<file path="src/rtl/fetch_pkg.sv">
// Shared types and constants for the instruction fetch front-end.
package fetch_pkg;

  // Default datapath width; the fetch FIFO entry is built from this width.
  localparam int DEF_XLEN    = 32;
  localparam int PC_STEP     = 4;
  localparam int PC_READ_OFS = 8;

  typedef enum logic [1:0] {
    IDLE  = 2'd0,
    FETCH = 2'd1,
    DRAIN = 2'd2
  } fetch_state_t;

  typedef struct packed {
    logic [DEF_XLEN-1:0] inst;
    logic [DEF_XLEN-1:0] pc;
  } fetch_entry_t;

endpackage

</file>
<file path="src/rtl/fetch_fifo.sv">
// Small synchronous FIFO of {inst, pc} entries between imem responses and decode.
module fetch_fifo
  import fetch_pkg::*;
#(
  parameter int                  DEPTH  = 2,
  parameter logic [DEF_XLEN-1:0] RST_PC = '0,
  parameter int                  CW     = $clog2(DEPTH + 1)
) (
  input  logic         clk,
  input  logic         rst,
  input  logic         push,
  input  logic         pop,
  input  logic         flush,
  input  fetch_entry_t din,
  output fetch_entry_t dout,
  output logic [CW-1:0] count,
  output logic         empty
);

  localparam int AW = (DEPTH > 1) ? $clog2(DEPTH) : 1;

  fetch_entry_t  mem [DEPTH];
  logic [AW-1:0] wr_ptr, rd_ptr;

  function automatic logic [AW-1:0] ptr_inc(input logic [AW-1:0] p);
    return (p == AW'(DEPTH - 1)) ? '0 : p + AW'(1);
  endfunction

  // Storage and pointers; flush beats push/pop so a redirect always leaves the FIFO empty.
  always_ff @(posedge clk or posedge rst) begin
    if (rst) begin
      for (int i = 0; i < DEPTH; i++) mem[i] <= '{inst: '0, pc: RST_PC};
      wr_ptr <= '0;
      rd_ptr <= '0;
      count  <= '0;
    end else if (flush) begin
      wr_ptr <= '0;
      rd_ptr <= '0;
      count  <= '0;
    end else begin
      if (push) begin
        mem[wr_ptr] <= din;
        wr_ptr      <= ptr_inc(wr_ptr);
      end
      if (pop) rd_ptr <= ptr_inc(rd_ptr);
      count <= count + CW'(push) - CW'(pop);
    end
  end

  assign dout  = mem[rd_ptr];
  assign empty = (count == '0);

endmodule

</file>
<file path="src/rtl/fetch_stage.sv">
// Instruction fetch front-end: PC, imem req/gnt issue, in-order response buffering, redirect flush.
// XLEN must match fetch_pkg::DEF_XLEN since the buffer entry type is built from it.
module fetch_stage
  import fetch_pkg::*;
#(
  parameter int              XLEN       = DEF_XLEN,
  parameter logic [XLEN-1:0] RESET_PC   = '0,
  parameter int              FIFO_DEPTH = 2
) (
  input  logic            clk,
  input  logic            rst,
  output logic            imem_req,
  output logic [XLEN-1:0] imem_addr,
  input  logic            imem_gnt,
  input  logic            imem_rvalid,
  input  logic [XLEN-1:0] imem_rdata,
  input  logic            br_taken,
  input  logic [XLEN-1:0] br_target,
  output logic            inst_valid,
  input  logic            dec_ready,
  output logic [XLEN-1:0] inst,
  output logic [XLEN-1:0] inst_pc,
  output logic [XLEN-1:0] inst_pc8
);

  localparam int CW = $clog2(FIFO_DEPTH + 1);

  fetch_state_t    state, state_nxt;
  logic [XLEN-1:0] pc;       // next address to request
  logic [XLEN-1:0] rsp_pc;   // address belonging to the next non-stale response
  logic [CW-1:0]   outstanding, out_nxt;
  logic [CW-1:0]   discard, disc_nxt;
  logic [CW-1:0]   fifo_count;
  logic            fifo_empty;
  logic            accept, rv, push, pop;
  logic [XLEN-1:0] br_tgt;
  fetch_entry_t    fifo_din, fifo_dout;

  assign br_tgt = br_target & ~XLEN'(3);
  assign accept = imem_req && imem_gnt;
  assign rv     = imem_rvalid && (state != IDLE);
  // A response arriving with a redirect is stale, as is anything owed to the discard count.
  assign push   = rv && (discard == '0) && !br_taken;
  assign pop    = inst_valid && dec_ready;

  // Issue credit, counter updates and FSM next state.
  always_comb begin
    imem_req  = (state == FETCH) &&
                (({1'b0, outstanding} + {1'b0, fifo_count}) < (CW + 1)'(FIFO_DEPTH));
    out_nxt   = outstanding + CW'(accept) - CW'(rv);
    disc_nxt  = discard;
    state_nxt = state;
    // Everything still in flight after this cycle belongs to the old path, so it is all stale.
    if (br_taken)                    disc_nxt = out_nxt;
    else if (rv && discard != '0)    disc_nxt = discard - CW'(1);
    case (state)
      IDLE:    state_nxt = FETCH;
      DRAIN:   if (disc_nxt == '0) state_nxt = FETCH;
      default: state_nxt = state;
    endcase
    if (br_taken) state_nxt = (disc_nxt != '0) ? DRAIN : FETCH;
  end

  // State, PC and in-flight bookkeeping.
  always_ff @(posedge clk or posedge rst) begin
    if (rst) begin
      state       <= IDLE;
      pc          <= RESET_PC;
      rsp_pc      <= RESET_PC;
      outstanding <= '0;
      discard     <= '0;
    end else begin
      state       <= state_nxt;
      outstanding <= out_nxt;
      discard     <= disc_nxt;
      if (br_taken)    pc <= br_tgt;
      else if (accept) pc <= pc + XLEN'(PC_STEP);
      if (br_taken)    rsp_pc <= br_tgt;
      else if (push)   rsp_pc <= rsp_pc + XLEN'(PC_STEP);
    end
  end

  assign fifo_din = '{inst: imem_rdata, pc: rsp_pc};

  fetch_fifo #(
    .DEPTH  (FIFO_DEPTH),
    .RST_PC (RESET_PC),
    .CW     (CW)
  ) u_fifo (
    .clk   (clk),
    .rst   (rst),
    .push  (push),
    .pop   (pop),
    .flush (br_taken),
    .din   (fifo_din),
    .dout  (fifo_dout),
    .count (fifo_count),
    .empty (fifo_empty)
  );

  assign imem_addr  = pc;
  assign inst_valid = !fifo_empty && !br_taken;
  assign inst       = fifo_dout.inst;
  assign inst_pc    = fifo_dout.pc;
  assign inst_pc8   = fifo_dout.pc + XLEN'(PC_READ_OFS);

endmodule

</file>
<file path="config.mk">
export PLATFORM = sky130hd
export DESIGN_NAME = fetch_stage
export DESIGN_NICKNAME = d
export VERILOG_FILES = /design/src/rtl/fetch_pkg.sv /design/src/rtl/fetch_fifo.sv /design/src/rtl/fetch_stage.sv
export SDC_FILE = /design/constraint.sdc
export NUM_CORES = 1
export LEC_CHECK = 0
export ABC_AREA = 1
export CORE_MARGIN = 2
export CORE_UTILIZATION = 35
export DETAILED_ROUTE_END_ITERATION = 16
export GPL_ROUTABILITY_DRIVEN = 0
export PLACE_DENSITY = 0.65
export SYNTH_ARGS = -nofsm -noshare
export SYNTH_HDL_FRONTEND = slang
export SYNTH_HIERARCHICAL = 1
export SYNTH_SLANG_ARGS = --single-unit
</file>
<file path="constraint.sdc">
create_clock -name clk -period 11.7 [get_ports clk]
set_input_delay 1.755 -clock clk [delete_from_list [all_inputs] [get_ports clk]]
set_output_delay 1.755 -clock clk [all_outputs]
set_load 0.03 [all_outputs]
</file>
==> results of run 1 <==
[stage by stage]
stage          cells  area, um2
3_3_place_gp    2005      13600
5_1_grt         2037      14300
3_5_place_dp    2005      13600
2_1_floorplan   1417      11500
4_1_cts         2037      14300
6_report        2037      14300
[state kept, by name, indices dropped and copies added, names as in the netlist]
| name | flops |
|---|---|
| imem_addr | 30 |
| u_fifo/count | 2 |
| u_fifo/wr_ptr | 1 |
| state | 2 |
| u_fifo/mem | 128 |
| u_fifo/rd_ptr | 1 |
| outstanding | 2 |
| rsp_pc | 30 |
| discard | 2 |
[metal layers]
layer | part of all wire (%) | vias up | GRT usage [%]
met5 | 0 | - | 0
met4 | 1.1 | 0 | 3.87
met3 | 6.3 | 27 | 3.19
met2 | 44 | 291 | 29.8
met1 | 48 | 4605 | 26.1
li1 | - | 4893 | -
[tightest hold or removal path, cell delays in order (launching register included)]
cell and delay, ps:
dfrtp_1 340, nand2_1 60, o21ai_2 50
[power groups by stage]
stage	logic, mW	clock network, mW	registers (mW)
final	1.40	0.626	1.00
after global routing	1.52	0.666	1.03
after CTS	1.41	0.640	1.00
after detailed placement	1.40	0	1.01
after global placement	1.39	0	1.00
after floorplan	0.890	0	1.00
[worst max-delay path by stage]
stage                  start         endpoint  slack (ps)  cells past startpoint
2_1_floorplan            rst  u_fifo/count[0]        6420                      1
3_3_place_gp   u_fifo/rd_ptr     inst_pc8[21]        6320                     11
3_5_place_dp     imem_rvalid   u_fifo/mem[11]        6320                     11
4_1_cts        u_fifo/rd_ptr     inst_pc8[21]        5830                     11
5_1_grt        u_fifo/rd_ptr     inst_pc8[21]        5650                     11
6_report       u_fifo/rd_ptr     inst_pc8[21]        5970                     11
[cells in the final DEF (no fill, tap or decap), types with 2 or more instances in the layout]
master           count
buf_4                6
nor3_2               2
o21ai_2             64
o211ai_1            11
o21ai_0             27
a31oi_1              6
xor2_1              35
nand3_2              6
nand3b_1            12
inv_6                2
inv_2                7
a21oi_1             27
inv_8                5
dfrtp_1            197
clkinv_8             6
ha_1                 8
nand2_1            435
xnor2_1             11
clkdlybuf4s50_1    194
nor3_4               2
o21ai_1             58
nand4_1             15
nor2_2              13
nand2_2              6
nand3_1             61
inv_1              144
o31ai_1              2
o21bai_1             9
nor3_1              16
nor2_4               4
nor2_1             101
clkbuf_16           17
conb_1               4
and3_1               2
mux2_2              64
[layout make-up]
| class | count | area [um2] |
|---|---|---|
| fill | 3237 | 18200 |
| multi-input combinational | 1011 | 5550 |
| sequential | 198 | 4960 |
| timing repair buffer | 201 | 1990 |
| inverter | 153 | 577 |
| tap | 442 | 553 |
| clock buffer | 17 | 425 |
| clock inverter | 15 | 218 |
[cells by family after synthesis]
logic type / after synthesis / synth area share [%]
xor+xnor: 46 / 3.49
flops: 198 / 43.0
other cells: 1 / 0.0325
compound gates: 207 / 11.7
fa+ha+maj: 9 / 1.04
buf+inv: 208 / 9.12
simple gates: 681 / 25.4
mux: 64 / 6.25
==> results.py, run 1 <==
metrics = {
    "critical_path": {
        "worstPathRequired_ps": 9950,
        "r2r_end": "u_fifo/mem[20]",
        "path_cells": "buf_4 -> mux2_2 -> ha_1 -> nand3_2 -> nor2_4 -> nand2_2 -> nor2_2 -> nand2_2 -> nor2_1 -> xor2_1 -> clkdlybuf4s50_1",
        "cp.arrival_ps": 3970,
        "worst_path_max_delay_cell": "buf_4",
        "r2r-start": "discard[0]",
        "cp-end-kind": "primary output",
        "worst-r2r-cell-count": 10,
        "regToRegSetupSlack_ps": 8210,
        "worst-path-buf-inv": 2,
        "crit_top_cell": "nand2_2",
        "crit_path_max_incr_delay_ps": 690,
        "path_delay_family": "buffers and inverters",
        "worst-setup-path-type": "flop to primary output",
        "cp-start-kind": "flop",
        "worstPathMaxFanout": 56,
    },
    "sta": {
        "fin_skew_ps": 13.4,
        "rsz0062_at_grt": "false",
        "hold_slack_ps": 481,
        "timing.setup.tns_ps": 0,
        "finalHoldViolations": 0,
        "max_slew_margin_pct": 26.5,
        "finalWorstSetupSlack_ps": 5970,
        "finalSetupViolCount": 0,
        "worst_pin_slew_ps": 1100,
        "period_needed_ps": 5730,
        "slew_viol_final": 0,
        "min_period_over_period_pct": 49.0,
        "max_freq_mhz": 175,
    },
    "floorplanning": {
        "die_width_um": 186,
        "core_area_mm2": 0.0325,
        "design.die.area_mm2": 0.0344,
        "start_util_pct": 35.5,
        "die_y_um": 186,
        "row_count": 66,
        "io_pins": 200,
    },
    "power": {
        "p_per_area_mw_per_mm2": 212,
        "p_seq_share_pct": 33.1,
        "leakage_nw": 6.45,
        "ir_worst_vdd_mv": 0.110,
        "p_clk_share_pct": 20.7,
        "combinationalPowerShare_pct": 46.2,
        "internal_power_mw": 1.74,
        "power.total_mw": 3.03,
        "p_switching_mw": 1.29,
        "p_sw_share_pct": 42.6,
    },
    "synth": {
        "synth_common_cells": "nand2_1 (435), dfrtp_1 (198), inv_1 (146)",
        "ys_seq_area_share_pct": 43.0,
        "synthTopCellsByArea": "dfrtp_1 (43%), nand2_1 (14%), mux2_2 (6.2%)",
        "ys_warn_count": 6,
        "syn_avg_cell_area_um2": 8.16,
        "synth_most_common_cell": "nand2_1",
        "synthFlopType": "dfrtp_1",
        "synth.top_cell.area_share_pct": 43.0,
        "synth_area_mm2": 0.0115,
        "ys_types": 44,
        "async_flop_share_pct": 100,
        "syn_inst": 1414,
        "synth_edf_count": 0,
        "yosys_register_bits": 198,
        "synth_top_area_cell": "dfrtp_1",
    },
    "placed_design": {
        "port_buffers": 195,
        "dp_hpwl_um": 22400,
        "preCtsSetupSlack_ps": 6320,
    },
    "clock_network": {
        "cts.clk_slew.worst_paths_ps": 80,
        "cts_max_level": 4,
        "cts_tree": "built",
        "postCtsSetupRepairBufs": 0,
        "clk_latency_ps": 440,
        "cts_sinks": 198,
        "cts_hold_buf": 0,
        "root_buffer": "clkbuf_16",
        "cts_buffer_depth": 2,
        "ctsResizeCount": 0,
        "cts-buffers-inserted": 17,
    },
    "final_layout": {
        "fin_nets": 1661,
        "area_growth_pct": 23.7,
        "final_util_pct": 44.0,
        "drive_gt1_share_pct": 13.4,
        "n_antenna_cell": 0,
    },
    "min_path": {
        "hold_depth": 2,
        "hold_end": "u_fifo/mem[14]",
        "hold_class": "flop to flop",
        "hold_start": "u_fifo/mem[14]",
    },
    "global_route": {
        "first_global_vias": 9574,
        "gr-total-overflow": 0,
        "grt_pass1_wl_um": 50200,
        "grt_max_degree": 109,
        "groute.usage.overall_pct": 18.5,
        "antenna_found_initial": 0,
    },
    "route": {
        "ant_nets": 0,
        "drc": 0,
        "avgViaCountPerCell": 4.82,
        "wirelength_um": 31100,
        "wl_per_cell_um": 15.3,
        "dr.pass1.iters": 5,
        "num_vias": 9816,
        "drt_first_iter_violations": 561,
    },
    "flow_run": {
        "maxCapViolCount": 0,
    },
    "outcome": {
        "status": "finished clean",
    },
}
Power figures use the tool's default switching activity.
==> run 2, diff against run 1 <==
--- a/config.mk
+++ b/config.mk
@@ -10,7 +10,7 @@
 export CORE_UTILIZATION = 35
 export DETAILED_ROUTE_END_ITERATION = 16
 export GPL_ROUTABILITY_DRIVEN = 0
-export PLACE_DENSITY = 0.65
+export PLACE_DENSITY = 0.67
 export SYNTH_ARGS = -nofsm -noshare
 export SYNTH_HDL_FRONTEND = slang
 export SYNTH_HIERARCHICAL = 1
==> constraint.sdc (replaced) <==
create_clock -name clk -period 4.9 [get_ports clk]
set_input_delay 0.735 -clock clk [delete_from_list [all_inputs] [get_ports clk]]
set_output_delay 0.735 -clock clk [all_outputs]
set_load 0.03 [all_outputs]
==> results.py, run 2 (synthesis results as in run 1) <==
metrics = {
    "outcome": {
        "status": "finished clean",
    },
    "route": {
        "avgViaCountPerCell": 4.87,
        "drc": 0,
        "drt_first_iter_violations": 648,
        "num_vias": 9919,
        "wl_per_cell_um": 15.4,
        "wirelength_um": 31400,
        "dr.pass1.iters": 6,
        "ant_nets": 0,
    },
    "sta": {
        "slew_viol_final": 0,
        "finalSetupViolCount": 0,
        "timing.setup.tns_ps": 0,
        "period_needed_ps": 4300,
        "fin_skew_ps": 16.0,
        "hold_slack_ps": 481,
        "finalHoldViolations": 0,
        "worst_pin_slew_ps": 1030,
        "rsz0062_at_grt": "false",
        "min_period_over_period_pct": 87.8,
        "max_slew_margin_pct": 31.3,
        "max_freq_mhz": 232,
    },
    "critical_path": {
        "r2r_end": "u_fifo/mem[19]",
        "worst-r2r-cell-count": 10,
        "worstPathMaxFanout": 23,
        "cp-endpoint": "inst_pc8[21]",
        "regToRegSetupSlack_ps": 2020,
        "cp.arrival_ps": 3570,
        "worst-setup-path-type": "flop to primary output",
        "worstPathRequired_ps": 4160,
        "r2r-start": "discard[0]",
        "cp-start-kind": "flop",
        "cp-end-kind": "primary output",
        "crit_start": "u_fifo/rd_ptr",
    },
    "clock_network": {
        "ctsResizeCount": 0,
        "cts_sinks": 198,
        "cts_tree": "built",
        "cts-buffers-inserted": 17,
        "postCtsSetupRepairBufs": 0,
        "cts_max_level": 4,
        "clk_latency_ps": 440,
        "cts.clk_slew.worst_paths_ps": 70,
        "root_buffer": "clkbuf_16",
        "cts_buffer_depth": 2,
        "cts_hold_buf": 0,
    },
    "floorplanning": {
        "io_pins": 200,
        "core_area_mm2": 0.0325,
        "design.die.area_mm2": 0.0344,
        "row_count": 66,
        "die_width_um": 186,
        "start_util_pct": 35.5,
        "die_y_um": 186,
    },
    "final_layout": {
        "drive_gt1_share_pct": 13.4,
        "fin_nets": 1663,
        "n_antenna_cell": 0,
        "largest_reg_flops": 128,
        "mostFrequentLayoutCell": "nand2_1",
        "top_register": "u_fifo/mem",
        "area_growth_pct": 23.7,
        "fillers": 3250,
        "final_cell_mix": "nand2_1 (435), dfrtp_1 (197), clkdlybuf4s50_1 (194)",
    },
    "global_route": {
        "first_global_vias": 9446,
        "gr-total-overflow": 0,
        "grt_max_degree": 104,
        "antenna_found_initial": 0,
        "groute.usage.overall_pct": 18.4,
        "grt_pass1_wl_um": 49900,
    },
    "flow_run": {
        "maxCapViolCount": 0,
    },
    "min_path": {
        "hold_class": "flop to flop",
    },
    "power": {
        "ir_worst_vdd_mv": 0.250,
        "p_per_area_mw_per_mm2": 503,
        "leakage_nw": 6.44,
    },
    "placed_design": {
        "dp_hpwl_um": 22700,
        "port_buffers": 195,
    },
}
run 2: critical path: stages, from the launching register on:
cell and delay, ps:
dfrtp_2 650, buf_4 420, mux2_2 300, inv_1 80, nor3_1 270, nand2_1 120, nor2_2 130, nand2_2 90
nor2_1 140, xor2_1 200, clkdlybuf4s50_1 710
run 2: worst min path at each step:
stage	from	to	slack, ps	depth (start not counted)
after global placement	u_fifo/mem[58]	u_fifo/mem[58]	460	2
after floorplan	u_fifo/mem[64]	u_fifo/mem[64]	450	2
after CTS	u_fifo/mem[12]	u_fifo/mem[12]	480	2
after global routing	u_fifo/mem[1]	u_fifo/mem[1]	500	2
after detailed placement	u_fifo/mem[17]	u_fifo/mem[17]	460	2
final	u_fifo/mem[17]	u_fifo/mem[17]	480	2
run 2: area by class of cell:
type / instances / area, um2 / area share (%)
Tap cell: 442 / 553 / 3.88
Clock buffer: 17 / 425 / 2.98
Clock inverter: 14 / 164 / 1.15
Sequential cell: 198 / 4960 / 34.7
Timing Repair Buffer: 203 / 2040 / 14.3
Multi-Input combinational cell: 1011 / 5550 / 38.9
Inverter: 153 / 577 / 4.04
run 2: stage by stage:
step / power (mW) / utilization, % / setup slack, ps / cells / cell area [um2]
floorplan: 4.52 / - / 639 / 1417 / 11500
global placement: 5.72 / 42.1 / 1020 / 2007 / 13700
detailed placement: 5.78 / 42.1 / 1050 / 2007 / 13700
CTS: 7.23 / 44.0 / 554 / 2038 / 14300
global route: 7.59 / 44.0 / 360 / 2038 / 14300
finish: 7.18 / 44.0 / 596 / 2038 / 14300
run 2: power by group:
part / internal [mW] / total, mW / switching, mW / leakage (nW)
registers: 2.06 / 2.40 / 0.342 / 2.55
clock network: 0.727 / 1.42 / 0.698 / 0.276
logic: 1.34 / 3.35 / 2.01 / 3.61
total: 4.13 / 7.18 / 3.05 / 6.44
run 2: metal layers:
layer,wire length [um],GRT usage [%],up-vias
met3,2390,3.38,30
li1,-,-,4876
met1,14900,26.4,4646
met2,13700,28.8,367
met4,405,4.41,0
met5,0,0,-
